$ cat src/rtl/led_pattern_ctrl_if.sv
// rtl/led_pattern_ctrl_if.sv - board-pin bundle between the switches/LEDs and the front-panel controller
interface led_pattern_ctrl_if;
  logic SW1;
  logic SW2;
  logic SW3;
  logic SW4;
  logic LED1;
  logic LED2;
  logic LED3;
  logic LED4;
  logic LED5;

  modport master (
    output SW1, SW2, SW3, SW4,
    input  LED1, LED2, LED3, LED4, LED5
  );

  modport slave (
    input  SW1, SW2, SW3, SW4,
    output LED1, LED2, LED3, LED4, LED5
  );
endinterface

$ cat src/rtl/led_pattern_ctrl.sv
// rtl/led_pattern_ctrl.sv - debounced front-panel switches driving a tick-stepped LED pattern engine
module led_pattern_ctrl #(
  parameter int DEBOUNCE_CYCLES = 120000,
  parameter int TICK_CYCLES     = 1200000
) (
  input  logic              clk,
  input  logic              rst,
  led_pattern_ctrl_if.slave pins
);
  localparam int DW = $clog2(DEBOUNCE_CYCLES + 1);
  localparam int TW = $clog2(TICK_CYCLES + 1);
  localparam logic [DW-1:0] DB_LAST = DW'(DEBOUNCE_CYCLES - 1);

  typedef enum logic [1:0] {
    MODE_OFF,
    MODE_BLINK,
    MODE_CHASE,
    MODE_BINARY
  } mode_t;

  logic [3:0]    sw_raw;
  logic [3:0]    sync_1;
  logic [3:0]    sync_2;
  logic [3:0]    level;
  logic [3:0]    press;
  logic [DW-1:0] db_cnt [4];

  assign sw_raw = {pins.SW4, pins.SW3, pins.SW2, pins.SW1};

  // press[i] fires only when the debounced level rises, so releases are silent
  always_ff @(posedge clk) begin
    if (rst) begin
      sync_1 <= '0;
      sync_2 <= '0;
      level  <= '0;
      press  <= '0;
      for (int i = 0; i < 4; i++) db_cnt[i] <= '0;
    end else begin
      sync_1 <= sw_raw;
      sync_2 <= sync_1;
      press  <= '0;
      for (int i = 0; i < 4; i++) begin
        if (sync_2[i] == level[i]) begin
          db_cnt[i] <= '0;
        end else if (db_cnt[i] == DB_LAST) begin
          db_cnt[i] <= '0;
          level[i]  <= sync_2[i];
          press[i]  <= sync_2[i];
        end else begin
          db_cnt[i] <= db_cnt[i] + DW'(1);
        end
      end
    end
  end

  logic          adv_mode;
  logic          toggle_pause;
  logic          next_speed;
  logic          restart;
  logic          clear_cnt;
  logic          clear_step;
  logic          running;
  logic          tick;
  mode_t         mode;
  mode_t         mode_next;
  logic          paused;
  logic [1:0]    speed;
  logic [3:0]    step;
  logic [TW-1:0] tick_cnt;
  logic [TW-1:0] period_last;
  logic [3:0]    pattern;
  logic [3:0]    leds;
  logic          run_led;

  assign adv_mode     = press[0];
  assign toggle_pause = press[1];
  assign next_speed   = press[2];
  assign restart      = press[3];
  assign clear_cnt    = adv_mode | next_speed | restart;
  assign clear_step   = adv_mode | restart;
  assign running      = (mode != MODE_OFF) && !paused;
  assign period_last  = TW'((TICK_CYCLES >> speed) - 1);
  assign tick         = running && (tick_cnt == period_last);

  always_ff @(posedge clk) begin
    if (rst) mode <= MODE_OFF;
    else     mode <= mode_next;
  end

  always_comb begin
    mode_next = mode;
    if (adv_mode) begin
      case (mode)
        MODE_OFF:    mode_next = MODE_BLINK;
        MODE_BLINK:  mode_next = MODE_CHASE;
        MODE_CHASE:  mode_next = MODE_BINARY;
        MODE_BINARY: mode_next = MODE_OFF;
        default:     mode_next = MODE_OFF;
      endcase
    end
  end

  always_comb begin
    pattern = 4'b0000;
    case (mode)
      MODE_BLINK:  pattern = {4{step[0]}};
      MODE_CHASE:  pattern = 4'b0001 << step[1:0];
      MODE_BINARY: pattern = step;
      default:     pattern = 4'b0000;
    endcase
  end

  // clears from a command win over a tick landing in the same cycle
  always_ff @(posedge clk) begin
    if (rst) begin
      paused   <= 1'b0;
      speed    <= 2'd0;
      step     <= 4'd0;
      tick_cnt <= '0;
      leds     <= 4'b0000;
      run_led  <= 1'b1;
    end else begin
      if (toggle_pause) paused <= ~paused;
      if (next_speed)   speed  <= speed + 2'd1;

      if (clear_cnt)    tick_cnt <= '0;
      else if (tick)    tick_cnt <= '0;
      else if (running) tick_cnt <= tick_cnt + TW'(1);

      if (clear_step) begin
        step <= 4'd0;
      end else if (tick) begin
        case (mode)
          MODE_BLINK:  step <= {step[3:1], ~step[0]};
          MODE_CHASE:  step <= (step == 4'd3) ? 4'd0 : step + 4'd1;
          MODE_BINARY: step <= step + 4'd1;
          default:     step <= step;
        endcase
      end

      leds    <= pattern;
      run_led <= ~paused;
    end
  end

  assign pins.LED1 = leds[0];
  assign pins.LED2 = leds[1];
  assign pins.LED3 = leds[2];
  assign pins.LED4 = leds[3];
  assign pins.LED5 = run_led;
endmodule

$ cat src/flat_wrapper.sv
// flat-port wrapper written by rule: the top's interface ports become plain ports
module led_pattern_ctrl_flat 
#(
  parameter int DEBOUNCE_CYCLES = 120000,
  parameter int TICK_CYCLES     = 1200000
)
  (clk, rst, pins_SW1, pins_SW2, pins_SW3, pins_SW4, pins_LED1, pins_LED2, pins_LED3, pins_LED4, pins_LED5);
  led_pattern_ctrl_if pins_i ();
  input  logic clk;
  input  logic rst;
  input wire logic [$bits(pins_i.SW1)-1:0] pins_SW1;
  input wire logic [$bits(pins_i.SW2)-1:0] pins_SW2;
  input wire logic [$bits(pins_i.SW3)-1:0] pins_SW3;
  input wire logic [$bits(pins_i.SW4)-1:0] pins_SW4;
  output wire logic [$bits(pins_i.LED1)-1:0] pins_LED1;
  output wire logic [$bits(pins_i.LED2)-1:0] pins_LED2;
  output wire logic [$bits(pins_i.LED3)-1:0] pins_LED3;
  output wire logic [$bits(pins_i.LED4)-1:0] pins_LED4;
  output wire logic [$bits(pins_i.LED5)-1:0] pins_LED5;
  assign pins_i.SW1 = pins_SW1;
  assign pins_i.SW2 = pins_SW2;
  assign pins_i.SW3 = pins_SW3;
  assign pins_i.SW4 = pins_SW4;
  assign pins_LED1 = pins_i.LED1;
  assign pins_LED2 = pins_i.LED2;
  assign pins_LED3 = pins_i.LED3;
  assign pins_LED4 = pins_i.LED4;
  assign pins_LED5 = pins_i.LED5;
  led_pattern_ctrl #(.DEBOUNCE_CYCLES(DEBOUNCE_CYCLES), .TICK_CYCLES(TICK_CYCLES)) u_core (.clk(clk), .rst(rst), .pins(pins_i));
endmodule
$ cat config.mk
export PLATFORM = sky130hd
export DESIGN_NAME = led_pattern_ctrl_flat
export DESIGN_NICKNAME = d
export VERILOG_FILES = /design/src/rtl/led_pattern_ctrl_if.sv /design/src/rtl/led_pattern_ctrl.sv /design/src/flat_wrapper.sv
export SDC_FILE = /design/constraint.sdc
export NUM_CORES = 1
export LEC_CHECK = 0
export CAP_MARGIN = 10
export CORE_MARGIN = 4
export CORE_UTILIZATION = 33
export DETAILED_ROUTE_END_ITERATION = 8
export SLEW_MARGIN = 0
export SYNTH_ARGS = -nofsm -noshare
export SYNTH_HDL_FRONTEND = slang
export SYNTH_SLANG_ARGS = --single-unit
export TNS_END_PERCENT = 1
$ cat constraint.sdc
create_clock -name clk -period 3.35 [get_ports clk]
set_clock_uncertainty 0.05 [all_clocks]
set_input_delay 0.67 -clock clk [delete_from_list [all_inputs] [get_ports clk]]
set_output_delay 0.67 -clock clk [all_outputs]
set_load 0.05 [all_outputs]
==> flow_summary_export.csv <==
group,metric,value,unit
sta,rsz0062_at_grt,"no",
critical_path,r2r_start,"u_core.mode[0]",
sta,clock.fmax,367,MHz
grt,grt_max_degree,22,
clock_tree,post_cts_buffers,0,
route,drtAntennaViolNets,0,
die,die_area,0.0205,mm²
grt,grt_overflow_total,0,
synthesis,netlist_area,0.00602,mm²
route,num_vias,4225,
route,vias_per_cell,4.57,
critical_path,arrival,2.97,ns
synthesis,ys_types,47,
place,place.gp.congestion,0.751,
die,ioPinCount,11,
route,drtPass1Iterations,5,
synthesis,synth.most_common_cell,"nor2_1",
grt,first_global_vias,4087,
synthesis,synth_top_family_by_area,"simple AND/OR/NAND/NOR gates",
route,drcViolationCount,0,
hold_path,min_path_type,"reg -> reg",
job,cap_violations,0,
synthesis,synthCells,601,
final_layout,fill_cells,1775,
final_layout,antenna_cells,0,
run_status,status,"finished clean",
final_layout,drive_above_1_share,5.03,%
synthesis,synth_commonest_cells,"118 x nor2_1, 68 x edfxtp_1, 52 x xor2_1",
hold_path,min_to,"u_core.sync_2[0]",
critical_path,start_kind,"flip-flop",
synthesis,synth_area_leader_cell,"edfxtp_1",
grt,antenna_found_initial,0,
place,dp.cells,894,
synthesis,yosys.area_share.adder,4.57,%
synthesis,synth_ff_type,"edfxtp_1",
sta,fin_ws,0.625,ns
hold_path,holdCritStartpoint,"u_core.sync_1[0]",
power,leakagePower,2.53,nW
synthesis,synth_enable_flop_cells,68,
route,drtIter0Drc,174,
sta,min_period,2.73,ns
critical_path,cp_max_fo,10,
final_layout,multi_input_area,0.00308,mm²
hold_path,min_path_cells,1,
final_layout,fin_cells,925,
clock_tree,insertion_delay,0.41,ns
synthesis,synth_area_leaders,"edfxtp_1 34%, dfxtp_1 17%, xor2_1 7.6%",
sta,hold_violations,0,
power,power.density,477,mW/mm²
clock_tree,cts-hold-fix-buffers,0,
synthesis,synth_mux_area_share,1.16,%
grt,grt_pass1_wl,18200,µm
clock_tree,cts_tree,"yes",
final_layout,syn_to_final_growth,19.1,%
critical_path,worst-r2r-cell-count,7,
critical_path,cp.required,3.60,ns
route,wl,10200,µm
sta,tns,0,ns
place,io_buffers,10,
grt,track_usage,11.0,%
synthesis,postSynth.asyncResetShare,0,%
critical_path,rrSetupSlack,0.62,ns
sta,worst_pin_slew,0.745,ns
route,wire_per_inst,11.0,µm
critical_path,worstSetupEndpointType,"flip-flop",
sta,relSlewSlack,49.9,%
clock_tree,cts_resized,0,
power,finalPower,3.42,mW
clock_tree,htree_levels,4,
sta,finalMaxSlewViolations,0,
die,rows,49,
die,die_height,143,µm
final_layout,fin_util,39.9,%
synthesis,synth-simple-area-share,24.8,%
clock_tree,cts-root-buf,"clkbuf_16",
final_layout,regArea,0.00306,mm²
synthesis,synth_xor_xnor_area_share,13.8,%
die,die_w,143,µm
clock_tree,cts_inserted_buffers,17,
clock_tree,clock_sinks,119,
synthesis,synth_compound_area_share,2.62,%
synthesis,synth_sequential_area_ratio,50.9,%
synthesis,ys_ff_latch,119,
synthesis,syn_avg_cell_area,10.0,µm²
place,dpl_worst_slack,0.603,ns
power,ir_drop,346,µV
critical_path,critPathKind,"reg -> reg",
critical_path,r2r_end,"u_core.step[2]",
clock_tree,clk_pin_slew,0.05,ns
die,initial_core_util,33.5,%
synthesis,synth_top_area_share,33.9,%
synthesis,synth_warnings,0,
sta,fin_crit_sh,81.4,%
place,dp_hpwl,7140,µm
die,core,0.0180,mm²
final_layout,fin_nets,712,
sta,setup_violations,0,
clock_tree,cts_buffer_depth,2,
-- power by group --
part | switching (mW) | leakage, nW | internal [mW]
sequential | 0.0405 | 1.11 | 1.59
combinational | 0.0527 | 1.15 | 0.0393
clock | 0.617 | 0.270 | 1.08
total | 0.710 | 2.53 | 2.71
-- worst max-delay path: stages, from the launching register on --
cell and delay [ns]:
dfxtp_1 0.37, inv_1 0.10, ha_1 0.31, nor2_4 0.18, nand4_2 0.30, or4_1 0.73, o311a_1 0.37, a41o_1 0.20
-- cells by family after synthesis --
kind of cell / after synthesis
other cells: 1
xor+xnor: 95
flops: 119
simple gates: 306
buf+inv: 31
compound gates: 20
mux: 7
fa+ha+maj: 22
-- through the flow --
stage               hold slack [ns]  instance area, µm²
global placement              0.371                6620
floorplan                     0.364                6270
global route                  0.397                7170
detailed placement            0.375                6620
finish                        0.385                7170
CTS                           0.388                7170
-- layout make-up --
class                      instances  share of cell area (%)
multi-input combinational        518                    43.0
sequential                       119                    42.7
clock buffer                      21                    6.15
tap                              229                    4.00
timing repair buffer              15                    1.92
clock inverter                    10                    1.48
inverter                          13                   0.681
-- state kept, by name (all words and copies together), names as in the netlist --
| register | cells |
|---|---|
| u_core.tick_cnt | 21 |
| u_core.mode | 2 |
| u_core.press | 4 |
| u_core.pins.LED5 | 1 |
| u_core.db_cnt | 68 |
| u_core.speed | 2 |
| u_core.level | 4 |
| u_core.leds | 4 |
| u_core.paused | 1 |
| u_core.step | 4 |
| u_core.sync_1 | 4 |
| u_core.sync_2 | 4 |
-- worst max path at each step --
stage | cells after the start | endpoint | from | slack, ns
floorplan | 9 | u_core.step[2] | u_core.mode[0] | 0.86
global placement | 7 | u_core.step[2] | u_core.mode[0] | 0.66
detailed placement | 7 | u_core.step[2] | u_core.mode[0] | 0.60
CTS | 7 | u_core.step[2] | u_core.mode[0] | 0.59
global route | 8 | u_core.tick_cnt[12] | u_core.mode[1] | 0.37
finish | 7 | u_core.step[2] | u_core.mode[0] | 0.62
-- cell usage in the layout (no fill, tap or decap), types with 17 or more instances in the layout --
cell type	count
nor2_1	118
edfxtp_1	68
conb_1	68
xor2_1	52
dfxtp_1	51
nand2_1	46
xnor2_1	43
nand3_1	40
ha_1	22
nor3_1	19
nand4_1	18
clkbuf_16	17
-- per-layer routing --
layer / track usage [%] / wire [µm] / vias up
met5: 0 / 0 / -
met4: 4.35 / 166 / 0
met3: 3.32 / 292 / 15
met2: 17.0 / 4500 / 43
met1: 14.4 / 5210 / 1961
li1: - / - / 2206
No activity file was read; power rests on OpenSTA's default activity.
